$ cat config.mk
export PLATFORM = sky130hd
export DESIGN_NAME = alu_pipe
export DESIGN_NICKNAME = d
export VERILOG_FILES = /design/src/rtl/alu_pipe.sv
export SDC_FILE = /design/constraint.sdc
export NUM_CORES = 1
export LEC_CHECK = 0
export CAP_MARGIN = 20
export CORE_UTILIZATION = 50
export CTS_CLUSTER_DIAMETER = 80
export DETAILED_ROUTE_END_ITERATION = 16
export PLACE_DENSITY_LB_ADDON = 0.3
export REMOVE_ABC_BUFFERS = 1
export SLEW_MARGIN = 20
export SYNTH_ARGS = -nofsm -noshare
export SYNTH_HDL_FRONTEND = slang
export SYNTH_SLANG_ARGS = --single-unit
$ cat constraint.sdc
create_clock -name clk -period 7.7 [get_ports clk]
set_input_delay 1.54 -clock clk [delete_from_list [all_inputs] [get_ports clk]]
set_output_delay 1.54 -clock clk [all_outputs]
set_load 0.005 [all_outputs]
$ cat src/rtl/alu_pipe.sv
// Handshaked execute-stage ALU: single-cycle ops plus an iterative shift-add multiply,
// with one registered result slot carrying flags and a pass-through tag.
module alu_pipe #(
  parameter int WIDTH = 32,
  parameter int TAG_W = 5
) (
  input  logic             clk,
  input  logic             rst,
  input  logic             in_valid,
  output logic             in_ready,
  input  logic [WIDTH-1:0] A,
  input  logic [WIDTH-1:0] B,
  input  logic [3:0]       ALUControl,
  input  logic [TAG_W-1:0] in_tag,
  output logic             out_valid,
  input  logic             out_ready,
  output logic [WIDTH-1:0] Result,
  output logic [TAG_W-1:0] out_tag,
  output logic             Carry,
  output logic             OverFlow,
  output logic             Zero,
  output logic             Negative
);

  localparam int CW = $clog2(WIDTH);
  localparam logic [CW-1:0] CNT_LAST = CW'(WIDTH - 1);

  typedef enum logic [3:0] {
    OP_ADD  = 4'd0,
    OP_SUB  = 4'd1,
    OP_AND  = 4'd2,
    OP_OR   = 4'd3,
    OP_XOR  = 4'd4,
    OP_SLT  = 4'd5,
    OP_SLTU = 4'd6,
    OP_SLL  = 4'd7,
    OP_SRL  = 4'd8,
    OP_SRA  = 4'd9,
    OP_MUL  = 4'd10
  } op_t;

  typedef enum logic {S_IDLE, S_MUL} state_t;

  state_t           r_state, w_state_nxt;
  logic [CW-1:0]    r_count;
  logic [WIDTH-1:0] r_acc, r_mcand, r_mplier;
  logic [TAG_W-1:0] r_mtag;
  logic             r_out_valid;
  logic [WIDTH-1:0] r_result;
  logic [TAG_W-1:0] r_out_tag;
  logic             r_carry, r_ovf, r_zero, r_neg;

  logic             w_is_sub, w_is_mul, w_accept, w_load;
  logic [WIDTH-1:0] w_b_op;
  logic [WIDTH:0]   w_sum;
  logic [CW-1:0]    w_shamt;
  logic [WIDTH-1:0] w_alu_res, w_mul_acc_nxt, w_res_d;
  logic             w_alu_c, w_alu_v, w_c_d, w_v_d;
  logic [TAG_W-1:0] w_tag_d;

  // SUB shares the adder: A + ~B + 1, so Carry=1 means no borrow.
  assign w_is_sub = (ALUControl == OP_SUB);
  assign w_is_mul = (ALUControl == OP_MUL);
  assign w_b_op   = w_is_sub ? ~B : B;
  assign w_sum    = {1'b0, A} + {1'b0, w_b_op} + {{WIDTH{1'b0}}, w_is_sub};
  assign w_shamt  = B[CW-1:0];

  always_comb begin
    w_alu_res = '0;
    w_alu_c   = 1'b0;
    w_alu_v   = 1'b0;
    case (ALUControl)
      OP_ADD, OP_SUB: begin
        w_alu_res = w_sum[WIDTH-1:0];
        w_alu_c   = w_sum[WIDTH];
        // Same rule covers SUB because the effective second operand is ~B.
        w_alu_v   = (A[WIDTH-1] == w_b_op[WIDTH-1]) && (w_sum[WIDTH-1] != A[WIDTH-1]);
      end
      OP_AND:  w_alu_res = A & B;
      OP_OR:   w_alu_res = A | B;
      OP_XOR:  w_alu_res = A ^ B;
      OP_SLT:  w_alu_res = {{(WIDTH-1){1'b0}}, ($signed(A) < $signed(B))};
      OP_SLTU: w_alu_res = {{(WIDTH-1){1'b0}}, (A < B)};
      OP_SLL:  w_alu_res = A << w_shamt;
      OP_SRL:  w_alu_res = A >> w_shamt;
      OP_SRA:  w_alu_res = $unsigned($signed(A) >>> w_shamt);
      default: w_alu_res = '0;
    endcase
  end

  assign w_mul_acc_nxt = r_acc + (r_mplier[0] ? r_mcand : '0);

  assign in_ready = (r_state == S_IDLE) && (!r_out_valid || out_ready);
  assign w_accept = in_valid && in_ready;

  always_comb begin
    w_state_nxt = r_state;
    w_load      = 1'b0;
    w_res_d     = w_alu_res;
    w_c_d       = w_alu_c;
    w_v_d       = w_alu_v;
    w_tag_d     = in_tag;
    case (r_state)
      S_IDLE: begin
        if (w_accept) begin
          if (w_is_mul) w_state_nxt = S_MUL;
          else          w_load      = 1'b1;
        end
      end
      S_MUL: begin
        if (r_count == CNT_LAST) begin
          w_load      = 1'b1;
          w_res_d     = w_mul_acc_nxt;
          w_c_d       = 1'b0;
          w_v_d       = 1'b0;
          w_tag_d     = r_mtag;
          w_state_nxt = S_IDLE;
        end
      end
      default: w_state_nxt = S_IDLE;
    endcase
  end

  always_ff @(posedge clk or negedge rst) begin
    if (!rst) begin
      r_state     <= S_IDLE;
      r_count     <= '0;
      r_acc       <= '0;
      r_mcand     <= '0;
      r_mplier    <= '0;
      r_mtag      <= '0;
      r_out_valid <= 1'b0;
      r_result    <= '0;
      r_out_tag   <= '0;
      r_carry     <= 1'b0;
      r_ovf       <= 1'b0;
      r_zero      <= 1'b0;
      r_neg       <= 1'b0;
    end else begin
      r_state <= w_state_nxt;
      if (r_state == S_IDLE && w_accept && w_is_mul) begin
        r_acc    <= '0;
        r_count  <= '0;
        r_mcand  <= A;
        r_mplier <= B;
        r_mtag   <= in_tag;
      end else if (r_state == S_MUL) begin
        r_acc    <= w_mul_acc_nxt;
        r_mcand  <= r_mcand << 1;
        r_mplier <= r_mplier >> 1;
        r_count  <= r_count + 1'b1;
      end
      if (w_load) begin
        r_out_valid <= 1'b1;
        r_result    <= w_res_d;
        r_out_tag   <= w_tag_d;
        r_carry     <= w_c_d;
        r_ovf       <= w_v_d;
        r_zero      <= (w_res_d == '0);
        r_neg       <= w_res_d[WIDTH-1];
      end else if (out_ready) begin
        r_out_valid <= 1'b0;
      end
    end
  end

  assign out_valid = r_out_valid;
  assign Result    = r_result;
  assign out_tag   = r_out_tag;
  assign Carry     = r_carry;
  assign OverFlow  = r_ovf;
  assign Zero      = r_zero;
  assign Negative  = r_neg;

endmodule

==> results.json <==
{
  "status": "complete, no violations",
  "synthCells": 2195,
  "holdBufCountCts": 0,
  "r2r_end": "Zero$_DFFE_PN0P_",
  "fmax_mhz": 167.1,
  "fin_crit_sh": 0.7773,
  "netlist_top_cells_area": "dfrtp_1 21%, ha_1 11%, nand2_1 7.2%",
  "relSlewSlack": 0.2258,
  "cell_internal_pwr_mw": 2.398,
  "dr.pass1.iters": 6,
  "r2r_cells": 14,
  "grt_setup_unrepaired": "false",
  "synth_cell_types": 101,
  "report.final.slew_viol_count": 0,
  "p_leak_nw": 8.529,
  "timing.rr.start": "r_mplier[0]$_DFFE_PN0P_",
  "cp.arrival_ps": 6390,
  "dieWidth_um": 189.2,
  "ys.warnings.count": 0,
  "synth_top_area_frac": 0.2113,
  "switchingPower_mw": 1.943,
  "sequentialPowerShare": 0.311,
  "nets": 2461,
  "drc_errors": 0,
  "ys_ff_latch": 148,
  "async_flop_share": 1.000,
  "cp-end-kind": "flop",
  "initial_core_util": 0.5074,
  "overflow": 0,
  "hold_class": "reg -> reg",
  "clock_path_buffers": 2,
  "grt_usage": 0.4313,
  "r2r_slack_ps": 3260,
  "cts_resized": 0,
  "vdd_drop_max_uv": 289.9,
  "die_area_um2": 35810,
  "grt_pass1_vias": 18120,
  "post_drt_wl_per_cell_um": 28.54,
  "area_growth_syn_to_layout_pct": 11.47,
  "min_period_ps": 5985,
  "pwr-share-comb": 0.490,
  "die_h_um": 189.2,
  "layout_commonest_cell": "nand2_1",
  "maxCapViolations": 0,
  "final_cell_area_um2": 19540,
  "synth_edf_count": 0,
  "via_count": 18670,
  "ant_nets": 0,
  "timing.setup.tns_ps": 0,
  "clock_power_share": 0.200,
  "antenna_cells": 0,
  "grt_pass1_wl_um": 114200,
  "drt_iter0_markers": 2251,
  "critPathMaxFanout": 31,
  "rows": 68,
  "clock-sinks": 148,
  "antenna_found_initial": 0,
  "routed_wl_um": 76750,
  "min_to": "Result[1]$_DFFE_PN0P_",
  "postPlaceCellArea_um2": 18980,
  "core-area_um2": 34540,
  "path_clk_slew_ps": 80,
  "hold_violations": 0,
  "cts_root_buffer": "clkbuf_16",
  "syn_avg_cell_area_um2": 7.985,
  "ys_seq_area_frac": 0.2113,
  "synth_area_um2": 17530,
  "required_ps": 8110,
  "start_kind": "primary input",
  "synth_top_cell_by_area": "dfrtp_1",
  "portBuffers": 119,
  "synth-main-ff-cell": "dfrtp_1",
  "drive_above_1_share": 0.09355,
  "fin_skew_ps": 27.01,
  "dp_hpwl_um": 56170,
  "worst_slew_pin_slew_ps": 1158,
  "mostFrequentLayoutCells": "338 x nand2_1, 172 x nor2_1, 161 x ha_1, 147 x dfrtp_1, 125 x a21oi_1",
  "grt_max_degree": 87,
  "setup_viol": 0,
  "via_per_inst": 6.944,
  "htreeDepth": 4,
  "place_congestion": 1.068,
  "crit_type": "in -> reg",
  "ioPinCount": 120,
  "hold_start": "Result[1]$_DFFE_PN0P_",
  "hold_depth": 2,
  "powerDensity_nw_per_um2": 222.2,
  "switching_share": 0.4476,
  "post-cts-setup-buffers": 0,
  "insertion_delay_ps": 480,
  "cts_tree": "yes",
  "cts_buffers": 17
}
[synth_stat cells (6+ instances only)]
master,instances
buf_6,9
o21a_1,19
mux2_2,25
mux4_2,55
nor3b_1,7
nand3_1,56
o211ai_1,19
o21ai_0,102
nand2_1,338
mux2i_1,48
a221oi_1,23
nand4_1,25
nor2_1,173
ha_1,161
inv_1,94
a22oi_1,89
or2_2,6
o21bai_1,9
a21oi_1,125
a211o_1,8
o22ai_1,24
a31oi_1,26
o221ai_1,7
dfrtp_1,148
nor3_1,38
o2111ai_1,10
xnor2_1,57
and3_1,18
buf_2,31
o32ai_1,9
o21ai_1,15
nor4_1,15
and2_1,44
buf_1,12
a21o_1,23
and4_1,6
xor2_1,21
o31ai_1,9
clkbuf_1,109
nand2b_1,19
nor2b_1,24
a211oi_1,17
or3_1,7
[metal layers]
metal  routed length, um  GRT usage  vias to the layer above
li1                    -          -                     8075
met1               30410     0.5552                     9078
met2               33740     0.6628                     1220
met3                7624    0.09323                      299
met4                4970     0.2587                        0
met5                   0          0                        -
[power groups by stage]
stage,Combinational (mW),Sequential (mW),Clock [mW]
2_1_floorplan,1.18,1.33,0
6_report,2.13,1.35,0.867
3_5_place_dp,2.07,1.35,0
3_3_place_gp,2.02,1.34,0
5_1_grt,2.31,1.39,0.898
4_1_cts,2.08,1.34,0.872
[critical path: stages]
cell and delay (ps):
clkdlybuf4s50_1 670, nand2b_1 190, nor3_2 130, buf_4 440, xnor2_1 220, inv_1 90, fa_1 420, nor2b_1 180
o2111ai_1 240, a211oi_2 480, o22ai_1 230, xnor2_1 170, a221oi_1 360, nand4_1 220, nor4_1 230, and4_1 250
and3_1 170, a41o_1 160
[metrics by stage]
stage / hold WS, ps / instances / utilization / power [mW] / setup slack (ps)
after CTS: 471.3 / 2689 / 0.5656 / 4.297 / 1836
final: 471.6 / 2689 / 0.5656 / 4.341 / 1715
after global placement: 452.8 / 2657 / 0.5495 / 3.362 / 1334
after global routing: 497.9 / 2689 / 0.5656 / 4.591 / 1397
after detailed placement: 454.1 / 2657 / 0.5495 / 3.424 / 1391
after floorplan: 445.5 / 2026 / - / 2.508 / -1534
[worst max path at each step]
stage / from / end / slack, ps / cells after the start
detailed placement: ALUControl[0] / Zero$_DFFE_PN0P_ / 1390 / 18
global placement: ALUControl[0] / Zero$_DFFE_PN0P_ / 1330 / 18
global route: ALUControl[0] / Zero$_DFFE_PN0P_ / 1400 / 18
floorplan: r_state$_DFF_PN0_ / r_mcand[10]$_DFFE_PN0P_ / -1530 / 6
finish: ALUControl[0] / Zero$_DFFE_PN0P_ / 1710 / 18
CTS: ALUControl[0] / Zero$_DFFE_PN0P_ / 1840 / 18
[registers in the layout (all words and copies together) (netlist names)]
name,count
r_mplier,32
r_state,1
Result,32
r_count,5
out_tag,5
Zero,1
r_mcand,32
r_mtag,5
OverFlow,1
Carry,1
out_valid,1
r_acc,32
[final cells by class]
cell class | count | area (um2)
repair buffers | 176 | 1623
fillers | 3170 | 15000
clock inverters | 12 | 120.1
multi-input cells | 1782 | 12720
well taps | 455 | 569.3
flip-flops and latches | 148 | 3707
inverters | 96 | 360.3
clock buffers | 20 | 436.7
[cell families (layout without fill, tap and decap cells)]
family,Yosys count,in the layout,synth area share
fa+ha+maj,163,163,0.1172
flops,148,148,0.2113
xor+xnor,78,78,0.03898
compound gates,605,605,0.2345
mux,134,134,0.1203
buf+inv,265,304,0.06553
simple gates,802,802,0.2122
No activity file was read; power rests on OpenSTA's default activity.
